===== src/rtl/pcd8544_pkg.sv =====
// Shared constants for the PCD8544 receive-side decoder: geometry, opcodes,
// FSM encoding and the frame-buffer index helper.
package pcd8544_pkg;

  localparam int COLS     = 84;
  localparam int ROWS     = 6;
  localparam int FB_DEPTH = 504;

  localparam logic [7:0] FUNC_SET_MASK  = 8'hF8;
  localparam logic [7:0] FUNC_SET_VAL   = 8'h20;
  localparam logic [7:0] DISP_CTRL_MASK = 8'hFA;
  localparam logic [7:0] DISP_CTRL_VAL  = 8'h08;
  localparam logic [7:0] SET_Y_MASK     = 8'hF8;
  localparam logic [7:0] SET_Y_VAL      = 8'h40;
  localparam logic [7:0] SET_X_MASK     = 8'h80;
  localparam logic [7:0] SET_X_VAL      = 8'h80;
  localparam logic [7:0] SET_VOP_MASK   = 8'h80;
  localparam logic [7:0] SET_VOP_VAL    = 8'h80;

  localparam logic [1:0] ST_IDLE  = 2'd0;
  localparam logic [1:0] ST_SHIFT = 2'd1;
  localparam logic [1:0] ST_EXEC  = 2'd2;

  // y*84 built from shifts so no multiplier is inferred.
  function automatic logic [8:0] fb_index(input logic [6:0] x, input logic [2:0] y);
    logic [8:0] yy;
    yy = {6'd0, y};
    return (yy << 6) + (yy << 4) + (yy << 2) + {2'd0, x};
  endfunction

endpackage


===== src/rtl/pcd8544_rx_sync_edge.sv =====
// Multi-stage pin synchronizer with rising/falling edge detection on the
// synchronized value.
module sync_edge #(
  parameter int   STAGES  = 2,
  parameter logic RST_VAL = 1'b0
) (
  input  logic clk,
  input  logic reset,
  input  logic d,
  output logic q,
  output logic rise,
  output logic fall
);

  logic [STAGES-1:0] sr;
  logic              prev;

  always_ff @(posedge clk or negedge reset) begin
    if (!reset) begin
      sr   <= {STAGES{RST_VAL}};
      prev <= RST_VAL;
    end else begin
      sr   <= {sr[STAGES-2:0], d};
      prev <= sr[STAGES-1];
    end
  end

  assign q    = sr[STAGES-1];
  assign rise = q & ~prev;
  assign fall = ~q & prev;

endmodule


===== src/rtl/pcd8544_rx.sv =====
// PCD8544 SPI receive decoder: reassembles bytes, tracks controller state from
// command bytes and emits frame-buffer write strobes for data bytes.
module pcd8544_rx #(
  parameter int SYNC_STAGES = 2,
  parameter int COLS        = pcd8544_pkg::COLS,
  parameter int ROWS        = pcd8544_pkg::ROWS
) (
  input  logic       clk,
  input  logic       reset,
  input  logic       sclk,
  input  logic       mosi,
  input  logic       ce,
  input  logic       dc,
  input  logic       lcd_rst,
  output logic       byte_valid,
  output logic [7:0] byte_data,
  output logic       byte_is_data,
  output logic       fb_we,
  output logic [8:0] fb_addr,
  output logic [7:0] fb_data,
  output logic       pd,
  output logic       v_mode,
  output logic       h_ext,
  output logic [1:0] disp_mode,
  output logic [6:0] vop,
  output logic       err_partial,
  output logic [1:0] state_dbg
);
  import pcd8544_pkg::*;

  localparam logic [6:0] X_MAX = 7'(COLS - 1);
  localparam logic [2:0] Y_MAX = 3'(ROWS - 1);

  logic sclk_q, sclk_rise, sclk_fall;
  logic ce_s, ce_rise, ce_fall;
  logic mosi_s, mosi_rise, mosi_fall;
  logic dc_s, dc_rise, dc_fall;
  logic rst_s, rst_rise, rst_fall;
  logic unused_edges;

  sync_edge #(.STAGES(SYNC_STAGES), .RST_VAL(1'b0)) u_sync_sclk (
    .clk(clk), .reset(reset), .d(sclk), .q(sclk_q), .rise(sclk_rise), .fall(sclk_fall));
  sync_edge #(.STAGES(SYNC_STAGES), .RST_VAL(1'b1)) u_sync_ce (
    .clk(clk), .reset(reset), .d(ce), .q(ce_s), .rise(ce_rise), .fall(ce_fall));
  sync_edge #(.STAGES(SYNC_STAGES), .RST_VAL(1'b0)) u_sync_mosi (
    .clk(clk), .reset(reset), .d(mosi), .q(mosi_s), .rise(mosi_rise), .fall(mosi_fall));
  sync_edge #(.STAGES(SYNC_STAGES), .RST_VAL(1'b0)) u_sync_dc (
    .clk(clk), .reset(reset), .d(dc), .q(dc_s), .rise(dc_rise), .fall(dc_fall));
  sync_edge #(.STAGES(SYNC_STAGES), .RST_VAL(1'b1)) u_sync_rst (
    .clk(clk), .reset(reset), .d(lcd_rst), .q(rst_s), .rise(rst_rise), .fall(rst_fall));

  assign unused_edges = ^{sclk_q, sclk_fall, ce_fall, mosi_rise, mosi_fall,
                          dc_rise, dc_fall, rst_rise, rst_fall};

  logic [1:0] state;
  logic [7:0] shreg, rx_byte;
  logic [2:0] bitcnt;
  logic       rx_dc;
  logic [6:0] x;
  logic [2:0] y;
  logic       shift_en, complete;

  // A ce rise in the same cycle as the 8th edge still counts as selected, so
  // that last bit is taken and the byte completes instead of aborting.
  assign shift_en  = sclk_rise && (!ce_s || ce_rise);
  assign complete  = shift_en && (bitcnt == 3'd7);
  assign state_dbg = state;

  always_ff @(posedge clk or negedge reset) begin
    if (!reset) begin
      state        <= ST_IDLE;
      shreg        <= '0;
      rx_byte      <= '0;
      rx_dc        <= 1'b0;
      bitcnt       <= '0;
      x            <= '0;
      y            <= '0;
      byte_valid   <= 1'b0;
      byte_data    <= '0;
      byte_is_data <= 1'b0;
      fb_we        <= 1'b0;
      fb_addr      <= '0;
      fb_data      <= '0;
      pd           <= 1'b1;
      v_mode       <= 1'b0;
      h_ext        <= 1'b0;
      disp_mode    <= '0;
      vop          <= '0;
      err_partial  <= 1'b0;
    end else if (!rst_s) begin
      state       <= ST_IDLE;
      bitcnt      <= '0;
      x           <= '0;
      y           <= '0;
      pd          <= 1'b1;
      v_mode      <= 1'b0;
      h_ext       <= 1'b0;
      disp_mode   <= '0;
      vop         <= '0;
      byte_valid  <= 1'b0;
      fb_we       <= 1'b0;
      err_partial <= 1'b0;
    end else begin
      byte_valid  <= 1'b0;
      fb_we       <= 1'b0;
      err_partial <= 1'b0;

      if (shift_en) begin
        shreg  <= {shreg[6:0], mosi_s};
        bitcnt <= bitcnt + 3'd1;
      end
      if (complete) begin
        rx_byte <= {shreg[6:0], mosi_s};
        rx_dc   <= dc_s;
      end

      if (complete) begin
        state <= ST_EXEC;
      end else if (ce_rise && bitcnt != 3'd0) begin
        bitcnt      <= '0;
        err_partial <= 1'b1;
        state       <= ST_IDLE;
      end else begin
        case (state)
          ST_IDLE:  if (!ce_s) state <= ST_SHIFT;
          ST_SHIFT: if (ce_s) state <= ST_IDLE;
          ST_EXEC:  state <= ce_s ? ST_IDLE : ST_SHIFT;
          default:  state <= ST_IDLE;
        endcase
      end

      if (state == ST_EXEC) begin
        byte_valid   <= 1'b1;
        byte_data    <= rx_byte;
        byte_is_data <= rx_dc;
        if (rx_dc) begin
          fb_we   <= 1'b1;
          fb_addr <= fb_index(x, y);
          fb_data <= rx_byte;
        end
      end

      // Bytes take effect one edge after their byte_valid pulse.
      if (byte_valid && !byte_is_data) begin
        if ((byte_data & FUNC_SET_MASK) == FUNC_SET_VAL) begin
          pd     <= byte_data[2];
          v_mode <= byte_data[1];
          h_ext  <= byte_data[0];
        end else if (!h_ext) begin
          if ((byte_data & DISP_CTRL_MASK) == DISP_CTRL_VAL) begin
            disp_mode <= {byte_data[2], byte_data[0]};
          end else if ((byte_data & SET_Y_MASK) == SET_Y_VAL) begin
            if (byte_data[2:0] <= Y_MAX) y <= byte_data[2:0];
          end else if ((byte_data & SET_X_MASK) == SET_X_VAL) begin
            if (byte_data[6:0] <= X_MAX) x <= byte_data[6:0];
          end
        end else if ((byte_data & SET_VOP_MASK) == SET_VOP_VAL) begin
          vop <= byte_data[6:0];
        end
      end

      if (fb_we) begin
        if (!v_mode) begin
          if (x == X_MAX) begin
            x <= '0;
            y <= (y == Y_MAX) ? 3'd0 : y + 3'd1;
          end else begin
            x <= x + 7'd1;
          end
        end else begin
          if (y == Y_MAX) begin
            y <= '0;
            x <= (x == X_MAX) ? 7'd0 : x + 7'd1;
          end else begin
            y <= y + 3'd1;
          end
        end
      end
    end
  end

endmodule


===== config.mk =====
export PLATFORM = sky130hd
export DESIGN_NAME = pcd8544_rx
export DESIGN_NICKNAME = d
export VERILOG_FILES = /design/src/rtl/pcd8544_pkg.sv /design/src/rtl/pcd8544_rx_sync_edge.sv /design/src/rtl/pcd8544_rx.sv
export SDC_FILE = /design/constraint.sdc
export NUM_CORES = 1
export LEC_CHECK = 0
export BUFFER_PORTS_ARGS = -buffer_cell sky130_fd_sc_hd__buf_2
export CORE_MARGIN = 5
export CORE_UTILIZATION = 42
export DETAILED_ROUTE_END_ITERATION = 7
export PLACE_DENSITY_LB_ADDON = 0.08
export SYNTH_ARGS = -nofsm -noshare
export SYNTH_HDL_FRONTEND = slang
export SYNTH_SLANG_ARGS = --single-unit

===== constraint.sdc =====
create_clock -name clk -period 2.7 [get_ports clk]
set_input_delay 0.27 -clock clk [delete_from_list [all_inputs] [get_ports clk]]
set_output_delay 0.27 -clock clk [all_outputs]
set_load 0.02 [all_outputs]

==> flow_summary.html, run 1 <==
<table>
<tr><th>Metric</th><th>Value</th></tr>
<tr><th colspan="2">GRT</th></tr>
<tr><td>Via count of the first global-routing pass</td><td>2,826</td></tr>
<tr><td>First-pass GRT wire length</td><td>14.7 mm</td></tr>
<tr><td>Number of antenna violations at the first check in global routing</td><td>0</td></tr>
<tr><td>Maximum number of pins on one net before global-route repair</td><td>82</td></tr>
<tr><td>All-layer global routing usage</td><td>0.166</td></tr>
<tr><td>Grt ovf</td><td>0</td></tr>
<tr><th colspan="2">Final layout</th></tr>
<tr><td>Layout Nets</td><td>426</td></tr>
<tr><td>Number of standard cells in the layout, taps in and fillers out</td><td>517</td></tr>
<tr><td>Fraction of final layout cells sized beyond drive strength 1</td><td>0.210</td></tr>
<tr><td>Sequential cell area</td><td>0.00211 sq mm</td></tr>
<tr><td>Most frequent cells in the layout</td><td>78 x dfrtp_1, 74 x nand2_1, 48 x buf_2</td></tr>
<tr><td>Count of inserted antenna diode cells</td><td>0</td></tr>
<tr><td>Most common cell after layout, fill and taps aside</td><td>dfrtp_1</td></tr>
<tr><td>P&amp;R area growth vs syn</td><td>17.5%</td></tr>
<tr><td>Multi-input logic area</td><td>0.00162 sq mm</td></tr>
<tr><td>Filler cell count</td><td>799</td></tr>
<tr><th colspan="2">Setup path</th></tr>
<tr><td>Critical path capture point type</td><td>flip-flop</td></tr>
<tr><td>Slowest stage delay, CP</td><td>0.57 ns</td></tr>
<tr><td>Crit path to</td><td>fb_addr[8]$_DFFE_PN0P_</td></tr>
<tr><td>Maximum fanout along the worst path</td><td>10</td></tr>
<tr><td>Critical-path cell list</td><td>fa_1 &gt; ha_1 &gt; a21o_1 &gt; a31o_1 &gt; a2111oi_0 &gt; nand3b_1</td></tr>
<tr><td>Worst reg-to-reg path cell count</td><td>6</td></tr>
<tr><td>Worst flop-to-flop path endpoint</td><td>fb_addr[8]$_DFFE_PN0P_</td></tr>
<tr><td>Kind of critical path</td><td>reg2reg</td></tr>
<tr><td>CP Depth</td><td>6</td></tr>
<tr><td>Buffer and inverter count on the worst path</td><td>0</td></tr>
<tr><td>Critical path origin</td><td>y[0]$_DFF_PN0_</td></tr>
<tr><td>Family with the most delay on the worst path</td><td>adder cells</td></tr>
<tr><td>Library cell contributing the largest single delay on the critical path</td><td>fa_1</td></tr>
<tr><td>Worst endpoint data arrival time</td><td>2.66 ns</td></tr>
<tr><td>Worst r2r src</td><td>y[0]$_DFF_PN0_</td></tr>
<tr><td>Data required time of the critical path</td><td>3.00 ns</td></tr>
<tr><td>Internal reg-to-reg setup slack</td><td>0.33 ns</td></tr>
<tr><td>Startpoint types</td><td>flip-flop</td></tr>
<tr><th colspan="2">STA</th></tr>
<tr><td>Setup Total Neg Slack</td><td>0 ns</td></tr>
<tr><td>Worst slew slack as a fraction of its limit</td><td>0.319</td></tr>
<tr><td>Final setup fails</td><td>0</td></tr>
<tr><td>Crit share post-route</td><td>0.876</td></tr>
<tr><td>Final hold violation count</td><td>0</td></tr>
<tr><td>Worst hold margin</td><td>0.0191 ns</td></tr>
<tr><td>Timing-limited maximum frequency</td><td>0.423 GHz</td></tr>
<tr><td>RSZ-0062 raised after global routing</td><td>false</td></tr>
<tr><td>Tmin final</td><td>2.37 ns</td></tr>
<tr><td>Actual transition at the worst max-transition pin</td><td>1.02 ns</td></tr>
<tr><td>Layout Skew</td><td>0.0108 ns</td></tr>
<tr><td>Final setup margin</td><td>0.335 ns</td></tr>
<tr><td>Final number of max-transition violations</td><td>0</td></tr>
<tr><th colspan="2">Synth</th></tr>
<tr><td>Average cell area after synthesis</td><td>11.1 sq um</td></tr>
<tr><td>Syn Std Cell Area</td><td>0.00382 sq mm</td></tr>
<tr><td>Total of warnings raised by yosys</td><td>0</td></tr>
<tr><td>Count of flip-flops with a built-in enable after synthesis</td><td>0</td></tr>
<tr><td>Cells after Synth</td><td>344</td></tr>
<tr><td>Post-Synthesis Net Count</td><td>366</td></tr>
<tr><td>Share of flip-flops with an asynchronous set or reset</td><td>1.00</td></tr>
<tr><td>Top flip-flop cell by instance count after synthesis</td><td>dfrtp_1</td></tr>
<tr><td>FF+latch count, synth</td><td>84</td></tr>
<tr><td>Number of distinct standard cells referenced by the synthesized netlist</td><td>50</td></tr>
<tr><td>Sequential-to-total area share from yosys stat</td><td>0.552</td></tr>
<tr><th colspan="2">Clock tree</th></tr>
<tr><td>Root buffer selected by CTS</td><td>clkbuf_8</td></tr>
<tr><td>Number of buffers created by CTS</td><td>9</td></tr>
<tr><td>Post-CTS clock slew at the launch and capture registers of the worst setup and hold paths</td><td>0.08 ns</td></tr>
<tr><td>CTS tree</td><td>built</td></tr>
<tr><td>Maximum clock path buffer count</td><td>2</td></tr>
<tr><td>Clock latency on the worst-skew pair</td><td>0.36 ns</td></tr>
<tr><td>Clock sink count</td><td>84</td></tr>
<tr><td>PostCTS Resize Cnt</td><td>0</td></tr>
<tr><td>H-Tree Depth</td><td>3</td></tr>
<tr><th colspan="2">Placed design</th></tr>
<tr><td>Placer Congestion</td><td>0.791</td></tr>
<tr><td>Placement-stage worst setup slack</td><td>0.350 ns</td></tr>
<tr><td>IO buf count</td><td>49</td></tr>
<tr><td>Placed Cells</td><td>497</td></tr>
<tr><td>Detail Placement HPWL</td><td>5.84 mm</td></tr>
<tr><th colspan="2">Status</th></tr>
<tr><td>Run status</td><td>completed</td></tr>
<tr><th colspan="2">Floorplanning</th></tr>
<tr><td>Die area</td><td>0.0111 sq mm</td></tr>
<tr><td>Initial cell density of the core</td><td>0.434</td></tr>
<tr><td>Area of the core</td><td>0.00881 sq mm</td></tr>
<tr><td>Floorplan row count</td><td>34</td></tr>
<tr><td>Die H</td><td>105 um</td></tr>
<tr><td>I/O pin count</td><td>50</td></tr>
<tr><td>Width of the chip</td><td>105 um</td></tr>
<tr><th colspan="2">Detailed routing</th></tr>
<tr><td>Number of detailed-route iterations in the first pass</td><td>4</td></tr>
<tr><td>Wire length reported by the detailed router</td><td>8.43 mm</td></tr>
<tr><td>Wire length per cell after detailed routing</td><td>16.3 um</td></tr>
<tr><td>Count of routing violations after the opening detailed-route iteration</td><td>77</td></tr>
<tr><td>Antenna Nets Post-Route</td><td>0</td></tr>
<tr><td>Number of vias per cell</td><td>5.27</td></tr>
<tr><td>Overall via count from detail_route</td><td>2,725</td></tr>
<tr><td>DRC violation count after routing</td><td>0</td></tr>
<tr><th colspan="2">Pwr</th></tr>
<tr><td>Power density normalized to cell area</td><td>567 mW/mm^2</td></tr>
<tr><td>Reported leakage power</td><td>0.00240 uW</td></tr>
<tr><td>Largest voltage drop on the vdd net</td><td>0.320 mV</td></tr>
<tr><th colspan="2">Worst hold path</th></tr>
<tr><td>Critical hold path startpoint</td><td>dc</td></tr>
<tr><td>Type of the most critical hold path</td><td>in2reg</td></tr>
<tr><th colspan="2">Job</th></tr>
<tr><td># Max-Cap Violations</td><td>0</td></tr>
</table>
## where the power goes
group          switching (uW)  internal, uW  leakage (uW)
Combinational            53.1          39.1       0.00116
Sequential               31.6          1310       0.00113
Clock                     473           640      0.000122
## final cells by class
cell class                      instances  share of cell area
Sequential cell                        84               0.469
Multi-Input combinational cell        238               0.360
Timing Repair Buffer                   61              0.0774
Clock buffer                           10              0.0306
Tap cell                              108              0.0301
Clock inverter                          6              0.0248
Inverter                               10             0.00835
## kinds of logic (layout without fill, tap and decap cells)
family | count (synthesis) | after routing | synth area share
AND/OR/NAND/NOR | 135 | 135 | 0.172
flip-flops | 84 | 84 | 0.552
AO/OA/AOI/OAI | 52 | 52 | 0.0978
multiplexers | 31 | 31 | 0.0864
buffers and inverters | 22 | 87 | 0.0258
adder cells (fa/ha/maj) | 15 | 15 | 0.0550
XOR/XNOR | 5 | 5 | 0.0115
## metal layers
layer,wire length (um),track usage,share of wire,vias to the layer above
met5,0,0,0,-
met4,120,0.0553,0.014,0
met3,289,0.0355,0.034,10
met2,4080,0.270,0.48,48
met1,3940,0.221,0.47,1334
li1,-,-,-,1333
## state kept, by name, indices dropped and copies added, names as in the netlist, 2 cells and up
signal,cells
rx_byte,8
u_sync_ce.sr,2
fb_addr,9
x,7
vop,7
u_sync_mosi.sr,2
u_sync_sclk.sr,2
y,3
fb_data,8
bitcnt,3
state_dbg,2
shreg,7
disp_mode,2
byte_data,8
u_sync_rst.sr,2
u_sync_dc.sr,2
## worst register-to-register path, cell delays in order (launching register included)
cell and delay [ns]:
dfrtp_1 0.51, fa_1 0.57, ha_1 0.31, a21o_1 0.19
a31o_1 0.22, a2111oi_0 0.34, nand3b_1 0.16
## stage by stage
stage	total power (uW)	instance area [sq um]	util
final	2550	4500	0.511
after global routing	2660	4500	0.511
after CTS	2580	4490	0.509
after detailed placement	1460	4210	0.478
after global placement	1460	4210	0.478
after floorplan	1410	3820	-
## Yosys cell counts, types with 4 or more instances
cell type  instances  area [sq um]
dfrtp_1           78          1950
nand2_1           74           278
mux2_1            16           180
mux2i_1           15           150
nor2_1            14          52.6
ha_1              12           150
nand3_1           11          55.1
a21oi_1            8          40.0
inv_1              8          30.0
nor3_1             8          40.0
clkbuf_1           6          22.5
dfstp_2            6           158
o2111ai_1          6          52.6
o21ai_0            6          30.0
o21ai_1            6          30.0
buf_2              4          20.0
nand3b_1           4          30.0
nor2b_1            4          25.0
o211ai_1           4          30.0
o21a_1             4          30.0
## repair_timing
| item | CTS | global route |
|---|---|---|
| hold endpoints to repair | 3 | 1 |
| hold buffers | 3 | 1 |
| setup buffers | 0 | 0 |
## worst min-delay path by stage
stage / to / depth (start not counted)
after CTS: u_sync_mosi.sr[0]$_DFF_PN0_ / 1
after detailed placement: u_sync_dc.sr[1]$_DFF_PN0_ / 0
final: u_sync_dc.sr[0]$_DFF_PN0_ / 1
after global placement: u_sync_dc.sr[1]$_DFF_PN0_ / 0
after global routing: u_sync_dc.sr[0]$_DFF_PN0_ / 1
after floorplan: bitcnt[0]$_DFF_PN0_ / 0
Power figures use the tool's default switching activity.
==> run 2, diff against run 1 <==
ABC_AREA = 1   (was unset)
SYNTH_HIERARCHICAL = 1   (was unset)
==> run 2 against run 1 <==
Against the previous run:
- critical path depth stayed put
- routed wire length is 0.30% lower
- first-iteration DRC count is 25% higher
- clock skew is 0.0017 ns lower
- sequential share of layout area is 0.85 points higher
- utilization is 0.67 points lower
- critical path type unchanged
- fmax is 15% higher
- power is 4.8% lower
- synthesized cell count is 24% higher
==> flow_summary.html, run 2 <==
<table>
<tr><th>Metric</th><th>Value</th></tr>
<tr><th colspan="2">Pwr</th></tr>
<tr><td>Combinational share of power</td><td>0.040 (+0.004)</td></tr>
<tr><td>Reported leakage power</td><td>0.00239 uW (-0.79%)</td></tr>
<tr><td>Fraction of power consumed by sequential logic</td><td>0.545 (+0.018)</td></tr>
<tr><td>Clock share of power</td><td>0.415 (-0.022)</td></tr>
<tr><td>Share of total power consumed by net switching</td><td>0.233 (+0.0140)</td></tr>
<tr><td>Total internal power</td><td>1860 uW (-6.5%)</td></tr>
<tr><td>Total net switching power</td><td>565 uW (+1.3%)</td></tr>
<tr><td>Power density normalized to cell area</td><td>549 mW/mm^2 (-3.1%)</td></tr>
<tr><td>Largest voltage drop on the vdd net</td><td>0.427 mV (+34%)</td></tr>
<tr><th colspan="2">Clock tree</th></tr>
<tr><td>Clock latency on the worst-skew pair</td><td>0.35 ns (about the same)</td></tr>
<tr><td>Root buffer selected by CTS</td><td>clkbuf_8</td></tr>
<tr><td>Maximum clock path buffer count</td><td>2 (unchanged)</td></tr>
<tr><td>Clock sink count</td><td>84 (unchanged)</td></tr>
<tr><td>Post-CTS clock slew at the launch and capture registers of the worst setup and hold paths</td><td>0.09 ns (about the same)</td></tr>
<tr><td>CTS tree</td><td>built</td></tr>
<tr><td>Number of buffers created by CTS</td><td>9 (unchanged)</td></tr>
<tr><td>PostCTS Resize Cnt</td><td>0 (unchanged)</td></tr>
<tr><td>H-Tree Depth</td><td>3 (unchanged)</td></tr>
<tr><th colspan="2">Detailed routing</th></tr>
<tr><td>Count of routing violations after the opening detailed-route iteration</td><td>96 (+25%)</td></tr>
<tr><td>Number of vias per cell</td><td>4.94 (-6.3%)</td></tr>
<tr><td>Wire length reported by the detailed router</td><td>8.41 mm (-0.30%)</td></tr>
<tr><td>Number of detailed-route iterations in the first pass</td><td>4 (unchanged)</td></tr>
<tr><td>Wire length per cell after detailed routing</td><td>14.1 um (-14%)</td></tr>
<tr><td>Overall via count from detail_route</td><td>2,949 (+8.2%)</td></tr>
<tr><td>Antenna Nets Post-Route</td><td>0 (unchanged)</td></tr>
<tr><td>DRC violation count after routing</td><td>0 (unchanged)</td></tr>
<tr><th colspan="2">Setup path</th></tr>
<tr><td>Critical path capture point type</td><td>flip-flop</td></tr>
<tr><td>Worst reg-to-reg path cell count</td><td>6 (unchanged)</td></tr>
<tr><td>Startpoint types</td><td>flip-flop</td></tr>
<tr><td>Data required time of the critical path</td><td>2.94 ns (-0.06 ns)</td></tr>
<tr><td>Internal reg-to-reg setup slack</td><td>0.65 ns (+0.32 ns)</td></tr>
<tr><td>Worst r2r src</td><td>y[0]$_DFF_PN0_</td></tr>
<tr><td>Kind of critical path</td><td>reg2reg</td></tr>
<tr><td>Worst endpoint data arrival time</td><td>2.29 ns (-0.37 ns)</td></tr>
<tr><td>Maximum fanout along the worst path</td><td>7 (-3)</td></tr>
<tr><td>Worst flop-to-flop path endpoint</td><td>fb_addr[6]$_DFFE_PN0P_</td></tr>
<tr><th colspan="2">Final layout</th></tr>
<tr><td>Number of standard cells in the layout, taps in and fillers out</td><td>597 (+15%)</td></tr>
<tr><td>Most common cell after layout, fill and taps aside</td><td>nand2_1</td></tr>
<tr><td>Fraction of final layout cells sized beyond drive strength 1</td><td>0.174 (-0.0364)</td></tr>
<tr><td>Layout Nets</td><td>506 (+19%)</td></tr>
<tr><td>P&amp;R area growth vs syn</td><td>16.7%</td></tr>
<tr><td>Count of inserted antenna diode cells</td><td>0 (unchanged)</td></tr>
<tr><td>Most frequent cells in the layout</td><td>136 x nand2_1, 78 x dfrtp_1, 48 x buf_2</td></tr>
<tr><td>Number of flip-flops in the largest register</td><td>9 (unchanged)</td></tr>
<tr><td>Filler cell count</td><td>880 (+10%)</td></tr>
<tr><td>Largest register by flop count</td><td>fb_addr</td></tr>
<tr><th colspan="2">Synth</th></tr>
<tr><td>Average cell area after synthesis</td><td>8.88 sq um (-20%)</td></tr>
<tr><td>Post-Synthesis Net Count</td><td>448 (+22%)</td></tr>
<tr><td>Cells after Synth</td><td>426 (+24%)</td></tr>
<tr><td>Total of warnings raised by yosys</td><td>6 (+6)</td></tr>
<tr><td>Syn Std Cell Area</td><td>0.00378 sq mm (-1.1%)</td></tr>
<tr><th colspan="2">Worst hold path</th></tr>
<tr><td>Type of the most critical hold path</td><td>in2reg</td></tr>
<tr><td>Count of cells along the worst hold path</td><td>1 (unchanged)</td></tr>
<tr><td>End point of the most critical hold path</td><td>u_sync_sclk/sr[0]$_DFF_PN0_</td></tr>
<tr><td>Critical hold path startpoint</td><td>sclk</td></tr>
<tr><th colspan="2">Job</th></tr>
<tr><td># Max-Cap Violations</td><td>0 (unchanged)</td></tr>
<tr><th colspan="2">Placed design</th></tr>
<tr><td>IO buf count</td><td>49 (unchanged)</td></tr>
<tr><td>Detail Placement HPWL</td><td>6.07 mm (+3.8%)</td></tr>
<tr><td>Placed Cells</td><td>578 (+16%)</td></tr>
<tr><td>Placer Congestion</td><td>0.776 (-1.9%)</td></tr>
<tr><th colspan="2">Floorplanning</th></tr>
<tr><td>Width of the chip</td><td>105 um (-0.49%)</td></tr>
<tr><td>Die area</td><td>0.0110 sq mm (-0.97%)</td></tr>
<tr><td>Area of the core</td><td>0.00876 sq mm (-0.48%)</td></tr>
<tr><td>Initial cell density of the core</td><td>0.432 (-0.00260)</td></tr>
<tr><td>Die H</td><td>105 um (-0.49%)</td></tr>
<tr><td>I/O pin count</td><td>50 (unchanged)</td></tr>
<tr><td>Floorplan row count</td><td>34 (unchanged)</td></tr>
<tr><th colspan="2">STA</th></tr>
<tr><td>Setup Total Neg Slack</td><td>0 ns (unchanged)</td></tr>
<tr><td>Worst slew slack as a fraction of its limit</td><td>0.554 (+0.235)</td></tr>
<tr><td>Actual transition at the worst max-transition pin</td><td>0.668 ns (-0.353 ns)</td></tr>
<tr><td>Final number of max-transition violations</td><td>0 (unchanged)</td></tr>
<tr><td>Timing-limited maximum frequency</td><td>0.488 GHz (+15%)</td></tr>
<tr><td>RSZ-0062 raised after global routing</td><td>false</td></tr>
<tr><td>Final hold violation count</td><td>0 (unchanged)</td></tr>
<tr><td>Tmin final</td><td>2.05 ns (-0.315 ns)</td></tr>
<tr><td>Crit share post-route</td><td>0.759 (-0.117)</td></tr>
<tr><td>Final setup fails</td><td>0 (unchanged)</td></tr>
<tr><td>Layout Skew</td><td>0.00910 ns (-0.00172 ns)</td></tr>
<tr><th colspan="2">Status</th></tr>
<tr><td>Run status</td><td>completed</td></tr>
<tr><th colspan="2">GRT</th></tr>
<tr><td>All-layer global routing usage</td><td>0.163 (-0.00299)</td></tr>
<tr><td>First-pass GRT wire length</td><td>14.6 mm (-0.42%)</td></tr>
<tr><td>Grt ovf</td><td>0 (unchanged)</td></tr>
<tr><td>Maximum number of pins on one net before global-route repair</td><td>52 (-37%)</td></tr>
<tr><td>Via count of the first global-routing pass</td><td>2,984 (+5.6%)</td></tr>
<tr><td>Number of antenna violations at the first check in global routing</td><td>0 (unchanged)</td></tr>
</table>
-- run 2: worst max-delay path by stage --
stage / start / end / slack [ns] / depth (start not counted)
2_1_floorplan: y[0]$_DFF_PN0_ / fb_addr[7]$_DFFE_PN0P_ / 0.79 / 6
3_3_place_gp: y[0]$_DFF_PN0_ / fb_addr[6]$_DFFE_PN0P_ / 0.72 / 6
3_5_place_dp: y[0]$_DFF_PN0_ / fb_addr[6]$_DFFE_PN0P_ / 0.69 / 6
4_1_cts: y[0]$_DFF_PN0_ / fb_addr[6]$_DFFE_PN0P_ / 0.67 / 6
5_1_grt: y[0]$_DFF_PN0_ / fb_addr[6]$_DFFE_PN0P_ / 0.49 / 6
6_report: y[0]$_DFF_PN0_ / fb_addr[6]$_DFFE_PN0P_ / 0.65 / 6
-- run 2: worst max-delay path, stage by stage, from the launching register on --
cell	delay, ns
dfrtp_1	0.48
fa_1	0.46
ha_1	0.36
a21o_1	0.21
a31oi_1	0.17
xor2_1	0.19
o21ai_1	0.07
-- run 2: per-layer routing --
| metal | GRT usage | up-vias | part of all wire |
|---|---|---|---|
| li1 | - | 1484 | - |
| met1 | 0.208 | 1403 | 0.45 |
| met2 | 0.277 | 46 | 0.50 |
| met3 | 0.0271 | 16 | 0.032 |
| met4 | 0.0612 | 0 | 0.017 |
| met5 | 0 | - | 0 |
-- run 2: through the flow --
stage          power [uW]  area [sq um]  hold slack, ns  worst slack [ns]   util
2_1_floorplan        1390          3780         -0.0256             0.790      -
3_3_place_gp         1440          4160           0.332             0.724  0.475
3_5_place_dp         1440          4160           0.338             0.688  0.475
4_1_cts              2460          4410         0.00551             0.671  0.503
5_1_grt              2550          4420         0.00826             0.488  0.504
6_report             2420          4420          0.0240             0.650  0.504
-- run 2: final cells by class --
type | count | area, sq um | area share
clock buffer | 10 | 128 | 0.0289
timing repair buffer | 55 | 313 | 0.0708
inverter | 50 | 188 | 0.0425
multi-input combinational | 284 | 1450 | 0.328
sequential | 84 | 2110 | 0.478
tap | 108 | 135 | 0.0306
clock inverter | 6 | 96.3 | 0.0218
-- run 2: repair_timing --
action                                 CTS  global route
buffers inserted                         0             0
endpoints found under the hold margin   45             1
hold buffers                             2             1
-- run 2: power by group through the flow --
stage | Clock, uW | Sequential [uW] | Combinational, uW
detailed placement | 0 | 1350 | 98.1
global placement | 0 | 1350 | 95.0
finish | 1010 | 1320 | 97.4
global route | 1100 | 1330 | 118
CTS | 1040 | 1320 | 101
floorplan | 0 | 1340 | 46.1
==> run 3, diff against run 2 <==
ABC_AREA = 0   (was 1)
clock period = 2 ns   (was 2.7 ns; I/O delays follow)
==> run 3 against run 2 <==
Against the previous run:
- the run now ends with negative setup slack left
- clock-buffer cell count unchanged
- register-to-register slack worse by 0.72 ns
- via count down 7.8%
- synthesized cell count down 21%
- largest cell class unchanged
==> flow_summary.html, run 3 <==
<table>
<tr><th>Metric</th><th>Value</th></tr>
<tr><th colspan="2">Placed design</th></tr>
<tr><td>Detail Placement HPWL</td><td>5.99 mm (-1.2%)</td></tr>
<tr><td>Placement-stage worst setup slack</td><td>-0.219 ns (-0.907 ns)</td></tr>
<tr><td>IO buf count</td><td>49 (unchanged)</td></tr>
<tr><td>Placer Congestion</td><td>0.779 (+0.43%)</td></tr>
<tr><td>Placed Cells</td><td>510 (-12%)</td></tr>
<tr><td>Cell Area, Placed</td><td>0.00436 sq mm (+4.9%)</td></tr>
<tr><th colspan="2">GRT</th></tr>
<tr><td>First-pass GRT wire length</td><td>14.3 mm (-2.0%)</td></tr>
<tr><td>Maximum number of pins on one net before global-route repair</td><td>38 (-27%)</td></tr>
<tr><td>All-layer global routing usage</td><td>0.160 (-0.00332)</td></tr>
<tr><td>Grt met2 use</td><td>0.266 (-0.0116)</td></tr>
<tr><td>Number of antenna violations at the first check in global routing</td><td>0 (unchanged)</td></tr>
<tr><td>Via count of the first global-routing pass</td><td>2,810 (-5.8%)</td></tr>
<tr><td>GRT busiest layer</td><td>met2</td></tr>
<tr><td>Met1 demand-to-capacity share in global routing</td><td>0.210 (+0.00150)</td></tr>
<tr><td>Grt ovf</td><td>0 (unchanged)</td></tr>
<tr><td>Met3 layer usage reported by global route</td><td>0.0281 (+0.000990)</td></tr>
<tr><th colspan="2">Detailed routing</th></tr>
<tr><td>DRC violation count after routing</td><td>0 (unchanged)</td></tr>
<tr><td>Wire length reported by the detailed router</td><td>8.35 mm (-0.65%)</td></tr>
<tr><td>Wire length per cell after detailed routing</td><td>15.7 um (+11%)</td></tr>
<tr><td>Number of vias per cell</td><td>5.10 (+3.3%)</td></tr>
<tr><td>Count of routing violations after the opening detailed-route iteration</td><td>151 (+57%)</td></tr>
<tr><td>Number of detailed-route iterations in the first pass</td><td>4 (unchanged)</td></tr>
<tr><td>Antenna Nets Post-Route</td><td>0 (unchanged)</td></tr>
<tr><td>Overall via count from detail_route</td><td>2,719 (-7.8%)</td></tr>
<tr><th colspan="2">Clock tree</th></tr>
<tr><td>Clock sink count</td><td>84 (unchanged)</td></tr>
<tr><td>Maximum clock path buffer count</td><td>2 (unchanged)</td></tr>
<tr><td>Post-CTS clock slew at the launch and capture registers of the worst setup and hold paths</td><td>0.09 ns (about the same)</td></tr>
<tr><td>H-Tree Depth</td><td>3 (unchanged)</td></tr>
<tr><td>Clock latency on the worst-skew pair</td><td>0.35 ns (about the same)</td></tr>
<tr><td>Number of buffers created by CTS</td><td>9 (unchanged)</td></tr>
<tr><td>CTS tree</td><td>built</td></tr>
<tr><td>Root buffer selected by CTS</td><td>clkbuf_8</td></tr>
<tr><th colspan="2">Floorplanning</th></tr>
<tr><td>Width of the chip</td><td>105 um (+0.28%)</td></tr>
<tr><td>Die H</td><td>105 um (+0.28%)</td></tr>
<tr><td>I/O pin count</td><td>50 (unchanged)</td></tr>
<tr><td>Initial cell density of the core</td><td>0.434 (+0.00271)</td></tr>
<tr><td>Floorplan row count</td><td>34 (unchanged)</td></tr>
<tr><td>Die area</td><td>0.0111 sq mm (+0.56%)</td></tr>
<tr><td>Area of the core</td><td>0.00876 sq mm (unchanged)</td></tr>
<tr><th colspan="2">Synth</th></tr>
<tr><td>Cells after Synth</td><td>338 (-21%)</td></tr>
<tr><td>Syn Std Cell Area</td><td>0.00381 sq mm (+0.63%)</td></tr>
<tr><td>Total of warnings raised by yosys</td><td>6 (unchanged)</td></tr>
<tr><td>Post-Synthesis Net Count</td><td>360 (-20%)</td></tr>
<tr><td>Average cell area after synthesis</td><td>11.3 sq um (+27%)</td></tr>
<tr><th colspan="2">Setup path</th></tr>
<tr><td>Maximum fanout along the worst path</td><td>3 (-4)</td></tr>
<tr><td>Worst r2r src</td><td>y[0]$_DFF_PN0_</td></tr>
<tr><td>Critical path origin</td><td>y[0]$_DFF_PN0_</td></tr>
<tr><td>Worst endpoint data arrival time</td><td>2.36 ns (+0.07 ns)</td></tr>
<tr><td>Buffer and inverter count on the worst path</td><td>0 (unchanged)</td></tr>
<tr><td>Kind of critical path</td><td>reg2reg</td></tr>
<tr><td>Library cell contributing the largest single delay on the critical path</td><td>fa_1</td></tr>
<tr><td>Data required time of the critical path</td><td>2.29 ns (-0.65 ns)</td></tr>
<tr><td>Family with the most delay on the worst path</td><td>adder cells</td></tr>
<tr><td>Critical-path cell list</td><td>fa_1 &gt; ha_4 &gt; a21o_1 &gt; a31o_2 &gt; a2111oi_4 &gt; nand3b_1</td></tr>
<tr><td>Worst flop-to-flop path endpoint</td><td>fb_addr[8]$_DFFE_PN0P_</td></tr>
<tr><td>Slowest stage delay, CP</td><td>0.60 ns (+0.12 ns)</td></tr>
<tr><td>Internal reg-to-reg setup slack</td><td>-0.07 ns (-0.72 ns)</td></tr>
<tr><td>Worst reg-to-reg path cell count</td><td>6 (unchanged)</td></tr>
<tr><td>Startpoint types</td><td>flip-flop</td></tr>
<tr><td>Critical path capture point type</td><td>flip-flop</td></tr>
<tr><th colspan="2">STA</th></tr>
<tr><td>Crit share post-route</td><td>1.04 (+0.278)</td></tr>
<tr><td>Timing-limited maximum frequency</td><td>0.482 GHz (-1.2%)</td></tr>
<tr><td>Final hold violation count</td><td>0 (unchanged)</td></tr>
<tr><td>Final number of max-transition violations</td><td>0 (unchanged)</td></tr>
<tr><td>Final setup margin</td><td>-0.0747 ns (-0.725 ns)</td></tr>
<tr><td>Tmin final</td><td>2.07 ns (+0.0249 ns)</td></tr>
<tr><td>RSZ-0062 raised after global routing</td><td>true</td></tr>
<tr><td>Final setup fails</td><td>2 (+2)</td></tr>
<tr><td>Actual transition at the worst max-transition pin</td><td>0.549 ns (-0.120 ns)</td></tr>
<tr><td>Setup Total Neg Slack</td><td>-0.0973 ns (-0.0973 ns)</td></tr>
<tr><td>Layout Skew</td><td>0.0130 ns (+0.00387 ns)</td></tr>
<tr><td>Worst slew slack as a fraction of its limit</td><td>0.630 (+0.0757)</td></tr>
<tr><th colspan="2">Final layout</th></tr>
<tr><td>P&amp;R area growth vs syn</td><td>22.0%</td></tr>
<tr><td>Fraction of final layout cells sized beyond drive strength 1</td><td>0.308 (+0.134)</td></tr>
<tr><td>Number of flip-flops in the largest register</td><td>9 (unchanged)</td></tr>
<tr><td>Number of standard cells in the layout, taps in and fillers out</td><td>533 (-11%)</td></tr>
<tr><td>Largest register by flop count</td><td>fb_addr</td></tr>
<tr><td>Count of inserted antenna diode cells</td><td>0 (unchanged)</td></tr>
<tr><td>Filler cell count</td><td>804 (-8.6%)</td></tr>
<tr><td>Post-route cell area</td><td>0.00464 sq mm (+5.2%)</td></tr>
<tr><td>Layout Nets</td><td>442 (-13%)</td></tr>
<tr><td>Most frequent cells in the layout</td><td>78 x nand2_1, 76 x dfrtp_1, 48 x buf_2</td></tr>
<tr><td>Most common cell after layout, fill and taps aside</td><td>nand2_1</td></tr>
<tr><th colspan="2">Status</th></tr>
<tr><td>Failing checks</td><td>negative setup slack</td></tr>
<tr><td>Run status</td><td>finished with violations</td></tr>
<tr><th colspan="2">Job</th></tr>
<tr><td># Max-Cap Violations</td><td>0 (unchanged)</td></tr>
<tr><th colspan="2">Pwr</th></tr>
<tr><td>Reported leakage power</td><td>0.00249 uW (+4.3%)</td></tr>
<tr><td>Largest voltage drop on the vdd net</td><td>0.422 mV (-1.1%)</td></tr>
<tr><td>Power density normalized to cell area</td><td>657 mW/mm^2 (+20%)</td></tr>
<tr><th colspan="2">Worst hold path</th></tr>
<tr><td>Type of the most critical hold path</td><td>in2async</td></tr>
</table>
## run 3: changes by cell type in the layout (fill, tap and decap cells not counted), sizes merged, moves of 18 or more
cell,change
buf,+25
mux2,+18
mux2i,+19
o21ai,-38
inv,-40
nand2,-61
## run 3: where the power goes
group,internal [uW],switching [uW],total (uW)
combinational,68.8,71.4,140
sequential,1760,41.1,1810
clock,463,643,1110
total,2300,755,3050
## run 3: cell type report
type                            instances  area [sq um]  area share
Sequential cell                        84          2110       0.455
Clock inverter                          6          48.8      0.0105
Multi-Input combinational cell        230          1640       0.354
Inverter                               12          45.0     0.00970
Tap cell                              108           135      0.0291
Timing Repair Buffer                   83           531       0.114
Clock buffer                           10           128      0.0275
## run 3: through the flow
stage / hold WS [ns] / power, uW / utilization
6_report: 0.331 / 3050 / 0.530
5_1_grt: 0.353 / 3200 / 0.530
3_5_place_dp: 0.173 / 1980 / 0.498
4_1_cts: 0.340 / 3090 / 0.528
3_3_place_gp: 0.173 / 1970 / 0.498
2_1_floorplan: -0.0956 / 1900 / -
## run 3: how the worst max path moves through the flow
stage                        endpoint  slack (ns)  depth (start not counted)
6_report       fb_addr[8]$_DFFE_PN0P_       -0.07                          6
5_1_grt        fb_addr[8]$_DFFE_PN0P_       -0.18                          6
4_1_cts        fb_addr[8]$_DFFE_PN0P_        -0.1                          6
3_5_place_dp   fb_addr[8]$_DFFE_PN0P_       -0.22                          6
3_3_place_gp   fb_addr[8]$_DFFE_PN0P_       -0.12                          6
2_1_floorplan  fb_addr[8]$_DFFE_PN0P_       -0.13                          6
## run 3: timing repair
action,4_1_cts,5_1_grt
hold buffers,6,0
pin swaps,5,1
resized for setup,5,1
hold endpoints to repair,34,0
endpoints found under the setup margin,2,3
setup buffers,1,0
## run 3: layer usage
layer	wire [um]	part of all wire
met1	3680	0.44
met2	4320	0.52
met3	262	0.031
met4	93	0.011
met5	0	0
